**src/rtl/cp0_if.sv**
```systemverilog
// Bus between the main control unit and the coprocessor-0 unit.
// The core side uses the master modport; cp0 uses the slave modport.
interface cp0_if;
  logic [31:0] inst_pc;
  logic        syscall;
  logic        brk;
  logic        ri;
  logic        ov;
  logic [5:0]  int_req;
  logic        eret;
  logic        cp0_rd;
  logic        cp0_wr;
  logic [4:0]  reg_addr;
  logic [31:0] wdata;
  logic [31:0] rdata;
  logic        exception;
  logic [31:0] epc;

  // There is no valid/ready handshake: every input is qualified by the
  // single-cycle instruction that is executing, and every output is
  // combinational within that same cycle.
  modport master (
    output inst_pc, syscall, brk, ri, ov, int_req, eret,
    output cp0_rd, cp0_wr, reg_addr, wdata,
    input  rdata, exception, epc
  );

  modport slave (
    input  inst_pc, syscall, brk, ri, ov, int_req, eret,
    input  cp0_rd, cp0_wr, reg_addr, wdata,
    output rdata, exception, epc
  );
endinterface

```
**src/rtl/cp0.sv**
```systemverilog
// Coprocessor-0: Status, Cause, EPC, exception priority and mfc0/mtc0.
// Define CP0_TIMER_EN to build in the Count/Compare timer.
module cp0 #(
  parameter logic [31:0] PRID = 32'h0000_0100
) (
  input logic  clk,
  input logic  rst_n,
  cp0_if.slave bus
);

  logic        ie_q, exl_q;
  logic [5:0]  im_q;
  logic [5:0]  ip_q;
  logic [4:0]  exc_code_q;
  logic [31:0] epc_q;
  logic        timer_pend;

  logic        int_pending;
  logic        exc_raw;
  logic [4:0]  exc_code_d;
  logic        wr_en;

  assign int_pending = ie_q & ~exl_q & (|(ip_q & im_q)) & ~bus.eret;
  assign exc_raw     = bus.ri | bus.syscall | bus.brk | bus.ov | int_pending;
  assign bus.exception = exc_raw & rst_n;
  assign bus.epc       = epc_q;
  assign wr_en         = bus.cp0_wr & ~bus.exception;

  always_comb begin
    exc_code_d = 5'd0;
    if (bus.ri)           exc_code_d = 5'd10;
    else if (bus.syscall) exc_code_d = 5'd8;
    else if (bus.brk)     exc_code_d = 5'd9;
    else if (bus.ov)      exc_code_d = 5'd12;
  end

`ifdef CP0_TIMER_EN
  logic [31:0] count_q, compare_q;
  logic        timer_pend_q;

  always_ff @(posedge clk or negedge rst_n) begin
    if (!rst_n) begin
      count_q      <= 32'd0;
      compare_q    <= 32'd0;
      timer_pend_q <= 1'b0;
    end else begin
      if (wr_en && bus.reg_addr == 5'd9) count_q <= bus.wdata;
      else                               count_q <= count_q + 32'd1;
      if (wr_en && bus.reg_addr == 5'd11) begin
        compare_q    <= bus.wdata;
        timer_pend_q <= 1'b0;
      end else if (count_q == compare_q && compare_q != 32'd0) begin
        timer_pend_q <= 1'b1;
      end
    end
  end

  assign timer_pend = timer_pend_q;
`else
  assign timer_pend = 1'b0;
`endif

  always_ff @(posedge clk or negedge rst_n) begin
    if (!rst_n) begin
      ie_q       <= 1'b0;
      exl_q      <= 1'b0;
      im_q       <= 6'd0;
      ip_q       <= 6'd0;
      exc_code_q <= 5'd0;
      epc_q      <= 32'd0;
    end else begin
      ip_q <= {bus.int_req[5] | timer_pend, bus.int_req[4:0]};
      if (bus.exception) begin
        // Interrupts also save the current PC so the instruction re-executes.
        epc_q      <= bus.inst_pc;
        exc_code_q <= exc_code_d;
        exl_q      <= 1'b1;
      end else begin
        if (bus.eret) exl_q <= 1'b0;
        if (bus.cp0_wr) begin
          case (bus.reg_addr)
            5'd12: begin
              ie_q  <= bus.wdata[0];
              exl_q <= bus.wdata[1];
              im_q  <= bus.wdata[15:10];
            end
            5'd14:   epc_q <= bus.wdata;
            default: ;
          endcase
        end
      end
    end
  end

  always_comb begin
    bus.rdata = 32'd0;
    case (bus.reg_addr)
      5'd12: bus.rdata = {16'd0, im_q, 8'd0, exl_q, ie_q};
      5'd13: bus.rdata = {16'd0, ip_q, 3'd0, exc_code_q, 2'd0};
      5'd14: bus.rdata = epc_q;
      5'd15: bus.rdata = PRID;
`ifdef CP0_TIMER_EN
      5'd9:  bus.rdata = count_q;
      5'd11: bus.rdata = compare_q;
`endif
      default: bus.rdata = 32'd0;
    endcase
  end

endmodule

```
**src/flat_wrapper.sv**
```systemverilog
// flat-port wrapper written by rule: the top's interface ports become plain ports
module cp0_flat 
#(
  parameter logic [31:0] PRID = 32'h0000_0100
)
  (clk, rst_n, bus_inst_pc, bus_syscall, bus_brk, bus_ri, bus_ov, bus_int_req, bus_eret, bus_cp0_rd, bus_cp0_wr, bus_reg_addr, bus_wdata, bus_rdata, bus_exception, bus_epc);
  cp0_if bus_i ();
  input logic clk;
  input logic rst_n;
  input wire logic [$bits(bus_i.inst_pc)-1:0] bus_inst_pc;
  input wire logic [$bits(bus_i.syscall)-1:0] bus_syscall;
  input wire logic [$bits(bus_i.brk)-1:0] bus_brk;
  input wire logic [$bits(bus_i.ri)-1:0] bus_ri;
  input wire logic [$bits(bus_i.ov)-1:0] bus_ov;
  input wire logic [$bits(bus_i.int_req)-1:0] bus_int_req;
  input wire logic [$bits(bus_i.eret)-1:0] bus_eret;
  input wire logic [$bits(bus_i.cp0_rd)-1:0] bus_cp0_rd;
  input wire logic [$bits(bus_i.cp0_wr)-1:0] bus_cp0_wr;
  input wire logic [$bits(bus_i.reg_addr)-1:0] bus_reg_addr;
  input wire logic [$bits(bus_i.wdata)-1:0] bus_wdata;
  output wire logic [$bits(bus_i.rdata)-1:0] bus_rdata;
  output wire logic [$bits(bus_i.exception)-1:0] bus_exception;
  output wire logic [$bits(bus_i.epc)-1:0] bus_epc;
  assign bus_i.inst_pc = bus_inst_pc;
  assign bus_i.syscall = bus_syscall;
  assign bus_i.brk = bus_brk;
  assign bus_i.ri = bus_ri;
  assign bus_i.ov = bus_ov;
  assign bus_i.int_req = bus_int_req;
  assign bus_i.eret = bus_eret;
  assign bus_i.cp0_rd = bus_cp0_rd;
  assign bus_i.cp0_wr = bus_cp0_wr;
  assign bus_i.reg_addr = bus_reg_addr;
  assign bus_i.wdata = bus_wdata;
  assign bus_rdata = bus_i.rdata;
  assign bus_exception = bus_i.exception;
  assign bus_epc = bus_i.epc;
  cp0 #(.PRID(PRID)) u_core (.clk(clk), .rst_n(rst_n), .bus(bus_i));
endmodule
```
**config.mk**
```make
export PLATFORM = sky130hd
export DESIGN_NAME = cp0_flat
export DESIGN_NICKNAME = d
export VERILOG_FILES = /design/src/rtl/cp0_if.sv /design/src/rtl/cp0.sv /design/src/flat_wrapper.sv
export SDC_FILE = /design/constraint.sdc
export NUM_CORES = 1
export LEC_CHECK = 0
export BUFFER_PORTS_ARGS = -buffer_cell sky130_fd_sc_hd__buf_2
export CAP_MARGIN = 20
export CORE_UTILIZATION = 48
export DETAILED_ROUTE_END_ITERATION = 8
export GPL_TIMING_DRIVEN = 1
export PLACE_DENSITY = 0.85
export SYNTH_ARGS = -nofsm -noshare
export SYNTH_HDL_FRONTEND = slang
export SYNTH_SLANG_ARGS = --single-unit
```
**constraint.sdc**
```tcl
create_clock -name clk -period 2.6 [get_ports clk]
set_input_delay 0.26 -clock clk [delete_from_list [all_inputs] [get_ports clk]]
set_output_delay 0.26 -clock clk [all_outputs]
set_load 0.005 [all_outputs]
```
==> qor.yml <==
seq_area_frac_synth_pct: 45.8
ant_nets: 0
diodes: 0
die-height_um: 77.4
pins_over_slew_limit: 0
first_global_vias: 2265
cts_setup_buffers: 0
layout_min_cycle_time_ps: 2140
synthesis.area_per_instance_um2: 12.4
fmax_mhz: 468
static-leakage-power_uw: 0.00189
met1_length_um: 2830
synth-warning-count: 0
cts.htree.levels: 2
combined_area_of_the_multi_input_logic_cells_um2: 1390
dpl_worst_slack_ps: 523
r2r-end: "u_core.bus.epc[1]"
crit_fanout: 25
clk_path_buf_depth: 2
timing.critical_path.slowest_cell_delay_ps: 410
outcome: "completed"
floorplan.die_area_um2: 5990
grt_remaining_overflow: 0
cts_sinks: 50
worst_skew_pair.late_latency_ps: 300
worst_setup_path_start_kind: "flip-flop"
max-cap-violations: 0
critical_path_depth: 6
yosysUniqueCellTypes: 32
nets: 454
die_width_um: 77.4
dr_wl_met2_um: 3330
timing.critical_path.cells: "or3b_1, a31oi_1, o21ai_4, buf_4, inv_1, buf_2"
post-route-period-util_pct: 82.3
setup_viol: 0
dr_wl_met3_um: 330
viasPerCell: 5.12
slew-limit-headroom_pct: 56.9
initial_core_util_pct: 49.6
drt-wirelength-per-cell_um: 14.9
crit-reg2reg-launch: "u_core.exl_q"
core_area_um2: 5510
routed-via-count: 2268
critical-path-slowest-cell: "dfrtp_1"
floorplan.io_pins: 149
share_of_final_layout_standard_cells_stronger_than_drive_strength_1_pct: 63.1
worst_hold_path_type: "in2reg"
final_hold_viol_count: 0
synth_fp_nets: 304
setup_slack_ps: 461
initial_antenna_violation_count: 0
top_layer_in_use: "met4"
portBuffers: 147
grt_start_max_net_pins: 53
post-route-cell-area_um2: 3700
synth_seq_cells: 50
hold_path_startpoint: "bus_int_req[0]"
clock_tree.root_cell: "clkbuf_8"
seq_area_um2: 1250
cp_data_required_time_ps: 2340
overall_track_demand_over_capacity_in_global_routing_pct: 22.9
crit_path_end_kind: "primary output"
crit_buf_inv: 3
r2r_setup_slack_ps: 740
hpwlAfterDp_um: 4880
rsz_0062_raised_after_global_routing: "false"
drcViolationCount: 0
synthesis.instances: 220
final_cell_count_no_fill: 443
endpoint_of_the_most_critical_setup_path: "bus_exception"
first_pass_grt_wire_length_um: 10800
wl_um: 6610
timing.critical_path.from: "u_core.exl_q"
clock-skew-final_ps: 5.89
syn-cell-area_um2: 2730
dr.first_iter.drc_count: 101
power.ir.vdd_worst_mv: 0.355
crit_arrival_ps: 1880
tritoncts.num_buffers: 5
power_density_nw_per_um2: 537
dr_pass1_iterations: 4
clk_transition_reported_paths_ps: 90
layout.filler_cells: 456
gp_congestion: 0.808
area.growth.synth_to_final_pct: 35.7
setup_total_negative_slack_ps: 0
reg2regPathDepth: 5
timing_worst_slew_pin_value_ps: 647
tritoncts: "yes"
path_type_of_the_worst_setup_path: "reg2out"
critPathTopFamily: "buffers and inverters"
post-place-cells: 434
placed_area_um2: 3550
core.rowCount: 27
area by class of cell:
class | instances | share of cell area (%)
repair buffers | 156 | 22.1
clock inverters | 2 | 1.62
clock buffers | 6 | 2.23
well taps | 72 | 2.43
flip-flops and latches | 50 | 33.8
multi-input cells | 155 | 37.6
inverters | 2 | 0.203
state kept, by name, indices dropped and copies added (netlist names):
register,cells
u_core.bus.epc,32
u_core.im_q,6
u_core.ip_q,6
u_core.exc_code_q,4
u_core.exl_q,1
u_core.ie_q,1
timing repair:
item                                   CTS  global route
resized for setup                        0             0
endpoints found under the hold margin    1             0
hold buffers                             1             0
setup endpoints to repair                0             0
cells by family (layout without fill, tap and decap cells):
kind of cell           Yosys count  count (layout)  share of synthesized area [%]
multiplexers                    81              81                           34.4
AND/OR/NAND/NOR                 54              54                           11.1
AO/OA/AOI/OAI                   20              20                           5.09
buffers and inverters           15             166                           3.62
flip-flops                      50              50                           45.8
cells in the mapped netlist, drive strengths merged:
cell type / n / area [um2]
o311a: 1 / 10.0
and2: 19 / 119
nor2: 18 / 67.6
and3: 2 / 12.5
a21o: 1 / 7.51
nor2b: 4 / 25.0
nand3b: 1 / 7.51
nand2: 3 / 11.3
a22oi: 7 / 52.6
mux2: 72 / 848
a21oi: 6 / 30.0
or4: 1 / 11.3
clkbuf: 4 / 15.0
dfrtp: 50 / 1250
or3b: 1 / 8.76
a32o: 1 / 10.0
nor3: 4 / 25.0
buf: 9 / 76.3
mux2i: 9 / 90.1
inv: 2 / 7.51
a31oi: 1 / 6.26
nor4b: 1 / 15.0
a22o: 1 / 8.76
o21ai: 2 / 13.8
power breakdown:
part	leakage, uW	switching [uW]	internal, uW
registers	0.000598	59.2	862
logic	0.00122	157	242
clock network	0.0000714	258	410
stage by stage:
stage | hold slack (ps) | power, uW | util [%]
global route | 44.6 | 2090 | 67.3
floorplan | -35.6 | 1150 | -
detailed placement | 82.7 | 1340 | 64.5
CTS | 52.9 | 2010 | 67.3
global placement | 86.0 | 1320 | 64.5
finish | 61.4 | 1990 | 67.3
how the worst min path moves through the flow:
| stage | endpoint | slack (ps) | depth (start not counted) |
|---|---|---|---|
| 2_1_floorplan | u_core.bus.epc[0] | -40 | 0 |
| 4_1_cts | u_core.ip_q[3] | 50 | 1 |
| 6_report | u_core.ip_q[0] | 60 | 1 |
| 3_3_place_gp | u_core.exl_q | 90 | 1 |
| 3_5_place_dp | u_core.exl_q | 80 | 1 |
| 5_1_grt | u_core.ip_q[0] | 40 | 1 |
worst register-to-register path: cells and delay by family (launching register included):
family | cells | cell delay, ps
AND/OR/NAND/NOR | 1 | 410
multiplexers | 1 | 360
buffers and inverters | 1 | 250
flip-flops | 1 | 410
AO/OA/AOI/OAI | 2 | 320
placed cells by master, fill, tap and decap left out, types with 2 or more instances in the layout:
master     Yosys  layout
and2_1        19      19
a21oi_1        6       6
inv_1          2       2
and3_1         2       2
nor2b_1        4       4
mux2_4        10      10
buf_4          2       7
mux2_1         5       5
nor3_1         3       3
buf_2          3     147
clkbuf_8       0       6
bufinv_16      0       2
nand2_1        3       3
dfrtp_1       50      50
nor2_1        18      18
mux2i_1        9       9
mux2_2        57      57
a22oi_1        7       7
per-layer routing:
metal	vias to the layer above	global-route usage, %
met3	11	3.76
met2	85	39.9
met1	1089	28.5
li1	1083	-
met4	0	7.92
met5	-	0
(Power assumes the default switching activity.)
